`config.mk`:
```
export PLATFORM = sky130hd
export DESIGN_NAME = gate_occupancy_ctrl
export DESIGN_NICKNAME = d
export VERILOG_FILES = /design/src/rtl/gate_occupancy_ctrl_pkg.sv /design/src/rtl/gate_occupancy_ctrl_gate_dir_fsm.sv /design/src/rtl/gate_occupancy_ctrl.sv
export SDC_FILE = /design/constraint.sdc
export NUM_CORES = 1
export LEC_CHECK = 0
export BUFFER_PORTS_ARGS = -buffer_cell sky130_fd_sc_hd__clkbuf_2
export CAP_MARGIN = 20
export CORE_MARGIN = 1
export CORE_UTILIZATION = 61
export DETAILED_ROUTE_END_ITERATION = 6
export MAX_ROUTING_LAYER = met4
export PLACE_DENSITY_LB_ADDON = 0.1
export SETUP_SLACK_MARGIN = 0.1
export SYNTH_ARGS = -nofsm -noshare
export SYNTH_HDL_FRONTEND = slang
export SYNTH_HIERARCHICAL = 1
export SYNTH_SLANG_ARGS = --single-unit
```
`constraint.sdc`:
```
create_clock -name clk -period 3.8 [get_ports clk]
set_input_delay 0.57 -clock clk [delete_from_list [all_inputs] [get_ports clk]]
set_output_delay 0.57 -clock clk [all_outputs]
set_load 0.02 [all_outputs]
```
`src/rtl/gate_occupancy_ctrl_pkg.sv`:
```
// Shared types and constants for the gate occupancy controller.
package gate_occupancy_ctrl_pkg;

  // Direction-detect FSM states
  typedef enum logic [2:0] {
    ST_IDLE  = 3'd0,
    ST_ENT1  = 3'd1,
    ST_ENT2  = 3'd2,
    ST_ENT3  = 3'd3,
    ST_EXT1  = 3'd4,
    ST_EXT2  = 3'd5,
    ST_EXT3  = 3'd6,
    ST_ABORT = 3'd7
  } gate_state_e;

  // Synchronized sensor pair encodings, {a,b}
  localparam logic [1:0] CLEAR  = 2'b00;
  localparam logic [1:0] A_ONLY = 2'b10;
  localparam logic [1:0] B_ONLY = 2'b01;
  localparam logic [1:0] BOTH   = 2'b11;

endpackage

```
`src/rtl/gate_occupancy_ctrl_gate_dir_fsm.sv`:
```
// Sensor synchronizers plus the A/B overlap direction-detect FSM.
// Produces registered one-cycle enter/exit/sequence-error strobes.
module gate_dir_fsm
  import gate_occupancy_ctrl_pkg::*;
(
  input  logic i_clk,
  input  logic i_rst_n,
  input  logic i_sensor_a,
  input  logic i_sensor_b,
  output logic o_enter_pulse,
  output logic o_exit_pulse,
  output logic o_seq_error
);

  logic        r_a_meta, r_a_sync;
  logic        r_b_meta, r_b_sync;
  gate_state_e r_state;
  gate_state_e w_next;
  logic        w_enter, w_exit, w_err;
  logic        r_enter, r_exit, r_err;
  logic [1:0]  w_pair;

  // Two-flop synchronizers for the asynchronous beam inputs
  always_ff @(posedge i_clk or negedge i_rst_n) begin
    if (!i_rst_n) begin
      r_a_meta <= 1'b0;
      r_a_sync <= 1'b0;
      r_b_meta <= 1'b0;
      r_b_sync <= 1'b0;
    end else begin
      r_a_meta <= i_sensor_a;
      r_a_sync <= r_a_meta;
      r_b_meta <= i_sensor_b;
      r_b_sync <= r_b_meta;
    end
  end

  assign w_pair = {r_a_sync, r_b_sync};

  // Next-state and strobe decode; unlisted pairs hold the current state
  always_comb begin
    w_next  = r_state;
    w_enter = 1'b0;
    w_exit  = 1'b0;
    w_err   = 1'b0;
    unique case (r_state)
      ST_IDLE: begin
        case (w_pair)
          A_ONLY:  w_next = ST_ENT1;
          B_ONLY:  w_next = ST_EXT1;
          BOTH:    begin w_next = ST_ABORT; w_err = 1'b1; end
          default: w_next = ST_IDLE;
        endcase
      end
      ST_ENT1: begin
        case (w_pair)
          BOTH:    w_next = ST_ENT2;
          CLEAR:   w_next = ST_IDLE;
          B_ONLY:  begin w_next = ST_ABORT; w_err = 1'b1; end
          default: w_next = ST_ENT1;
        endcase
      end
      ST_ENT2: begin
        case (w_pair)
          B_ONLY:  w_next = ST_ENT3;
          A_ONLY:  w_next = ST_ENT1;
          CLEAR:   begin w_next = ST_ABORT; w_err = 1'b1; end
          default: w_next = ST_ENT2;
        endcase
      end
      ST_ENT3: begin
        case (w_pair)
          CLEAR:   begin w_next = ST_IDLE; w_enter = 1'b1; end
          BOTH:    w_next = ST_ENT2;
          A_ONLY:  begin w_next = ST_ABORT; w_err = 1'b1; end
          default: w_next = ST_ENT3;
        endcase
      end
      ST_EXT1: begin
        case (w_pair)
          BOTH:    w_next = ST_EXT2;
          CLEAR:   w_next = ST_IDLE;
          A_ONLY:  begin w_next = ST_ABORT; w_err = 1'b1; end
          default: w_next = ST_EXT1;
        endcase
      end
      ST_EXT2: begin
        case (w_pair)
          A_ONLY:  w_next = ST_EXT3;
          B_ONLY:  w_next = ST_EXT1;
          CLEAR:   begin w_next = ST_ABORT; w_err = 1'b1; end
          default: w_next = ST_EXT2;
        endcase
      end
      ST_EXT3: begin
        case (w_pair)
          CLEAR:   begin w_next = ST_IDLE; w_exit = 1'b1; end
          BOTH:    w_next = ST_EXT2;
          B_ONLY:  begin w_next = ST_ABORT; w_err = 1'b1; end
          default: w_next = ST_EXT3;
        endcase
      end
      ST_ABORT: begin
        if (w_pair == CLEAR) w_next = ST_IDLE;
      end
      default: w_next = ST_IDLE;
    endcase
  end

  // State register and registered strobes
  always_ff @(posedge i_clk or negedge i_rst_n) begin
    if (!i_rst_n) begin
      r_state <= ST_IDLE;
      r_enter <= 1'b0;
      r_exit  <= 1'b0;
      r_err   <= 1'b0;
    end else begin
      r_state <= w_next;
      r_enter <= w_enter;
      r_exit  <= w_exit;
      r_err   <= w_err;
    end
  end

  assign o_enter_pulse = r_enter;
  assign o_exit_pulse  = r_exit;
  assign o_seq_error   = r_err;

endmodule

```
`src/rtl/gate_occupancy_ctrl.sv`:
```
// Gate occupancy controller: direction FSM driving a saturating
// occupancy counter with full/empty flags and a combined error strobe.
module gate_occupancy_ctrl
  import gate_occupancy_ctrl_pkg::*;
#(
  parameter int unsigned CAPACITY = 16,
  parameter int unsigned CNT_W    = 5
) (
  input  logic             clk,
  input  logic             reset,
  input  logic             sensor_a,
  input  logic             sensor_b,
  output logic [CNT_W-1:0] occupancy,
  output logic             full,
  output logic             empty,
  output logic             enter_pulse,
  output logic             exit_pulse,
  output logic             error
);

  localparam logic [CNT_W-1:0] CAP = CNT_W'(CAPACITY);
  localparam logic [CNT_W-1:0] ONE = CNT_W'(1);

  logic             w_enter, w_exit, w_seq_err;
  logic [CNT_W-1:0] r_occ;
  logic             r_reject;

  gate_dir_fsm u_dir (
    .i_clk         (clk),
    .i_rst_n       (reset),
    .i_sensor_a    (sensor_a),
    .i_sensor_b    (sensor_b),
    .o_enter_pulse (w_enter),
    .o_exit_pulse  (w_exit),
    .o_seq_error   (w_seq_err)
  );

  // Saturating counter; an event that would overflow/underflow is rejected
  always_ff @(posedge clk or negedge reset) begin
    if (!reset) begin
      r_occ    <= '0;
      r_reject <= 1'b0;
    end else begin
      r_reject <= 1'b0;
      if (w_enter) begin
        if (r_occ < CAP) r_occ <= r_occ + ONE;
        else             r_reject <= 1'b1;
      end else if (w_exit) begin
        if (r_occ != '0) r_occ <= r_occ - ONE;
        else             r_reject <= 1'b1;
      end
    end
  end

  assign occupancy   = r_occ;
  assign full        = (r_occ == CAP);
  assign empty       = (r_occ == '0);
  assign enter_pulse = w_enter;
  assign exit_pulse  = w_exit;
  assign error       = w_seq_err | r_reject;

endmodule

```
== After elaboration in Yosys (flattened, before gate mapping) ==
Index checks and enable logic that the tools add are counted.
Word-level totals
  bits in registers: 16
  input bits: 4
  output and inout port bits: 10
  logic and storage cells: 61
Cells by class
  add/subtract/negate cells: 2
  magnitude comparators: 1
  eq/ne operators: 13
  multiplexer cells: 24
  bitwise operators: 1
  reduce and logical (&&, ||, !) cells: 10
Operator list (count)
  one-hot mux 3 bit (3 select lines): 6
  one-hot mux 3 bit (8 select lines): 1
  2-to-1 mux 5 bit: 4
  == test 3 bit, second input constant: 4
  2-to-1 mux 1 bit: 10
  == test 3 x 2 -> 1 bit, second input constant: 2
  one-hot mux 2 bit (3 select lines): 1
  OR reduction 2 bit: 3
  adder 5 x 1 -> 5 bit, second input constant: 1
  == test 5 bit, second input constant: 1
  zero test 5 bit: 1
  less-than comparator 5 bit, second input constant: 1
  nonzero test 5 bit: 1
  subtractor 5 x 1 -> 5 bit, second input constant: 1
  == test 2 bit, second input constant: 2
  one-hot mux 1 bit (4 select lines): 1
  nonzero test 2 bit: 2
  == test 3 x 1 -> 1 bit, second input constant: 1
  zero test 3 bit: 1
  2-to-1 mux 3 bit: 1
  AND reduction 3 bit: 1
  == test 2 x 1 -> 1 bit, second input constant: 1
  zero test 2 bit: 1
  inequality test 2 x 1 -> 1 bit, second input constant: 1
  other kinds (2): 2

== Longest topological paths before layout ==
  depth after elaboration: 4
  depth in mapped cells: 6
  depth with buffers taken out: 6

== By module ==
The synthesis kept the hierarchy.
Modules (own cells, without submodules)
  gate_dir_fsm: times used 1, cells each 68, area an instance 655.6 µm², seq. area each 250.2 µm²
  gate_occupancy_ctrl: times used 1, cells each 46, area an instance 493.0 µm², seq. area each 150.1 µm²

== Worst setup path after synthesis ==
No wires, ideal clock.
  kind: register to register
  start point: reg u_dir.r_enter, in the netlist u_dir/o_enter_pulse
  end point: reg r_occ[4], in the netlist occupancy[4]
  arrival: 1.730 ns
  slack: 1.942 ns
  cell stages (with the launch flop): 7
  buffers on the path: 0
  path through: dfrtp_1 -> inv_2 -> ha_1 -> nor2b_1 -> o21a_1 -> a2111oi_4 -> o21ai_1
Between the ends
  cells in the longest elaborated chain, start to end: 2
  elaborated cells between the ends (all ways): 5
  those cells by class: eq/ne: 1; mux: 1; reduce/logical: 3
RTL lines
  start: declaration: line gate_occupancy_ctrl_gate_dir_fsm.sv:20  | logic r_enter, r_exit, r_err;
  start signal: assignment: line gate_occupancy_ctrl_gate_dir_fsm.sv:119  | r_enter <= w_enter;
  inequality test 2 bit (no source line) / nonzero test 2 bit (equally long branches)
  AND reduction 3 bit (no source line)
  end signal: assignment: line gate_occupancy_ctrl.sv:46  | if (r_occ < CAP) r_occ <= r_occ + ONE;
  end signal: assignment: line gate_occupancy_ctrl.sv:49  | if (r_occ != '0) r_occ <= r_occ - ONE;
  end: declaration: line gate_occupancy_ctrl.sv:25  | logic [CNT_W-1:0] r_occ;
Parallel ways exist; a longest one is shown, timed or not.
A chain may end at the register's enable or synchronous reset.

== Worst setup path after layout ==
  start point: reg r_occ[0], in the netlist occupancy[0]
  end point: out empty
Between the ends
  cells in the longest elaborated chain, start to end: 1
RTL lines
  zero test 5 bit: line gate_occupancy_ctrl.sv:57  | assign empty = (r_occ == '0);
  end: declaration: line gate_occupancy_ctrl.sv:15  | output logic empty,
Every way passes these cells.

==> summary.md <==
| Metric | Value |
|---|---|
| Status | `complete, no violations` |
| VDD IR-drop max | `504 uV` |
| Dpl hpwl | `1.55 mm` |
| Critical Path Source Type | `flip-flop` |
| Drt drc | `0` |
| Wire per inst | `14.2 um` |
| Post-route clock period utilization | `0.547` |
| Cts repair resizes | `0` |
| Die Width | `about 45 um` |
| Crit Path Category | `reg2out` |
| Worst Reg2Reg Path Length in Cells | `6` |
| Setup_tns | `0 ps` |
| DR pass1 iterations | `4` |
| Main combinational cell family by area after synthesis | `compound AO/OA/AOI/OAI gates` |
| Power per standard cell area | `731 nW/um^2` |
| Hold WC Path Type | `in2async` |
| Die area | `2060 um^2` |
| R2R Setup Slk | `approximately 1900 ps` |
| Synth Area in XOR/XNOR | `0.0229` |
| Initial Utilization | `0.658` |
| Largest net degree at the start of global routing | `19` |
| Synth Area in Adders | `0.115` |
| Nets | `around 140` |
| Max_cap viols | `0` |
| Endpoint class of the critical path | `primary output` |
| Mux contribution to synthesized area | `0.00980` |
| Ant diodes | `0` |
| Vias | `~900` |
| Worst R2R End | `occupancy[4]$_DFFE_PN0P_` |
| Cell area after synthesis | `between 1000 and 1500 um^2` |
| Req. time, crit path | `about 3200 ps` |
| Syn_nets | `approximately 130` |
| Fraction of the yosys area taken by sequential cells | `0.349` |
| Syn_area_per_cell | `around 10 um^2` |
| Max clock buf depth | `2` |
| Fillers | `roughly 130` |
| First-pass GRT wire length | `between 3 and 4 mm` |
| CTS tree | `done` |
| Initial antenna violation count | `0` |
| Die Span Y | `45.4 um` |
| Clock-pin slew on the worst setup and hold paths | `about 100 ps` |
| GRT Overall Usage | `0.244` |
| H-tree levels | `1` |
| Worst Path Arrival | `1510 ps` |
| Slew headroom | `0.656` |
| Final Setup Violations | `0` |
| Io pins | `14` |
| RSZ-0062 raised after global routing | `no` |
| Via/cell ratio | `5.98` |
| Slew @ Worst Pin | `a little over 500 ps` |
| Largest cells by area after synthesis | `dfrtp_1 (35%), ha_1 (9.8%), nand2_1 (3.3%)` |
| Critical Path Max Stage Delay | `between 400 and 500 ps` |
| Max Slew Vio Count | `0` |
| Synth-to-layout area growth | `6.75%` |
| Area leader, netlist | `dfrtp_1` |
| Gpl congestion | `0.875` |
| Starting DRT DRC Count | `54` |
| CTS sink count | `16` |
| Vias in the first global route | `roughly 730` |
| Post-synthesis cell count | `114` |
| Synth Area in Compound Gates | `0.235` |
| Synth unique cells | `50` |
| Post-route ant nets | `0` |
| Core area | `between 1500 and 2000 um^2` |
| Yosys reg bits | `16` |
| R2r startpoint | `u_dir/o_enter_pulse$_DFF_PN0_` |
| CTS root buf | `clkbuf_4` |
| PortBufs | `13` |
| Final Hold Fails | `0` |
| EDFF count, synth | `0` |
| Final Critical Period | `between 2000 and 2500 ps` |
| Ys Warns | `6` |
| Post-CTS setup buffers | `0` |
| Row cnt | `15` |
| Simple-gate share of the synthesized area | `0.200` |
| Skew-Pair Late Insertion Delay | `300 ps` |
| Hold-fix buffers at CTS | `0` |
| Critical Path Slowest Stage Cell | `dfrtp_1` |
| FFs w/ async S/R, synth | `1.00` |
| Fraction of layout cells with a size suffix above 1 | `0.254` |
| Static Leak | `approximately 0.56 nW` |
| Ys flop type | `dfrtp_1` |
| Design Power | `approximately 0.00090 W` |
| CP cell instances | `nor3_2 > nand2_2 > nor2_2 > clkbuf_2` |
| CTS buffer count | `3` |
| Most frequent cell after synthesis | `dfrtp_1` |
| Final wirelength | `around 2.1 mm` |
| Clock Skew | `approximately 3.3 ps` |
| Gr ovfl total | `0` |
| Critical path fanouts, max | `6` |
| Top cells by count, synth | `dfrtp_1 (16), nand2_1 (10), nor2_1 (10)` |
| Synth top area share | `0.349` |
| Fmax | `between 400 and 500 MHz` |
==> kinds of logic after synthesis <==
family / count (synthesis)
buffers and inverters: 11
and+or+nand+nor: 39
muxes: 1
DFF: 16
adders and majority gates: 10
AOI/OAI and AO/OA: 34
xor gates and xnor gates: 3
==> cell type report <==
class                   instances  area (um^2)  area share
well taps                      25         31.3      0.0255
clock buffers                   4         36.3      0.0296
flip-flops and latches         16          400       0.327
multi-input cells              87          671       0.547
repair buffers                 13         65.1      0.0531
inverters                       6         22.5      0.0184
==> per-stage QoR <==
step,hold WS [ps],area (um^2),std cells,util,worst slack (ps)
6_report,168,1230,151,0.703,1720
5_1_grt,190,1230,151,0.703,1600
4_1_cts,179,1230,151,0.703,1730
3_5_place_dp,344,1190,147,0.682,1940
3_3_place_gp,339,1190,147,0.682,2010
2_1_floorplan,274,1150,114,-,1940
==> registers in the layout (all words and copies together) (netlist names) <==
signal               flops
occupancy                5
r_reject                 1
u_dir/o_enter_pulse      1
u_dir/o_exit_pulse       1
u_dir/o_seq_error        1
u_dir/r_a_meta           1
u_dir/r_a_sync           1
u_dir/r_b_meta           1
u_dir/r_b_sync           1
u_dir/r_state            3
==> layout by cell type, fill, tap and decap left out, types with 3 or more instances in the layout <==
cell / count
clkbuf_4: 3
clkbuf_2: 13
nand2_1: 10
nor2_1: 10
dfrtp_1: 16
o21ai_1: 3
a22oi_1: 3
o21ai_0: 4
inv_1: 5
ha_1: 9
a21oi_1: 6
==> worst max-delay path, delay by kind of cell (launching register included) <==
kind                   cells  cell delay (ps)
AND/OR/NAND/NOR            3              540
flip-flops                 1              480
buffers and inverters      1              200
==> worst max path at each step <==
stage	from	to	slack (ps)	depth (start not counted)
finish	occupancy[0]$_DFFE_PN0P_	empty	1720	4
global route	occupancy[0]$_DFFE_PN0P_	empty	1600	4
CTS	occupancy[0]$_DFFE_PN0P_	empty	1730	4
global placement	u_dir/o_enter_pulse$_DFF_PN0_	occupancy[4]$_DFFE_PN0P_	2010	6
floorplan	u_dir/o_enter_pulse$_DFF_PN0_	occupancy[4]$_DFFE_PN0P_	1940	6
detailed placement	u_dir/o_enter_pulse$_DFF_PN0_	occupancy[4]$_DFFE_PN0P_	1940	6
==> per-layer routing <==
metal  part of all wire  wire length (um)  GRT usage
met2               0.45               968      0.331
met3              0.083               178     0.0595
met1               0.45               967      0.337
met5                  0                 0          -
met4              0.012                26      0.121
==> power breakdown <==
part | internal [W] | total, W | switching [W]
registers | 0.000220 | 0.000339 | 0.000119
clock network | 0.0000585 | 0.000118 | 0.0000594
logic | 0.000202 | 0.000439 | 0.000236
total | 0.000481 | 0.000896 | 0.000415
Power figures use the tool's default switching activity.
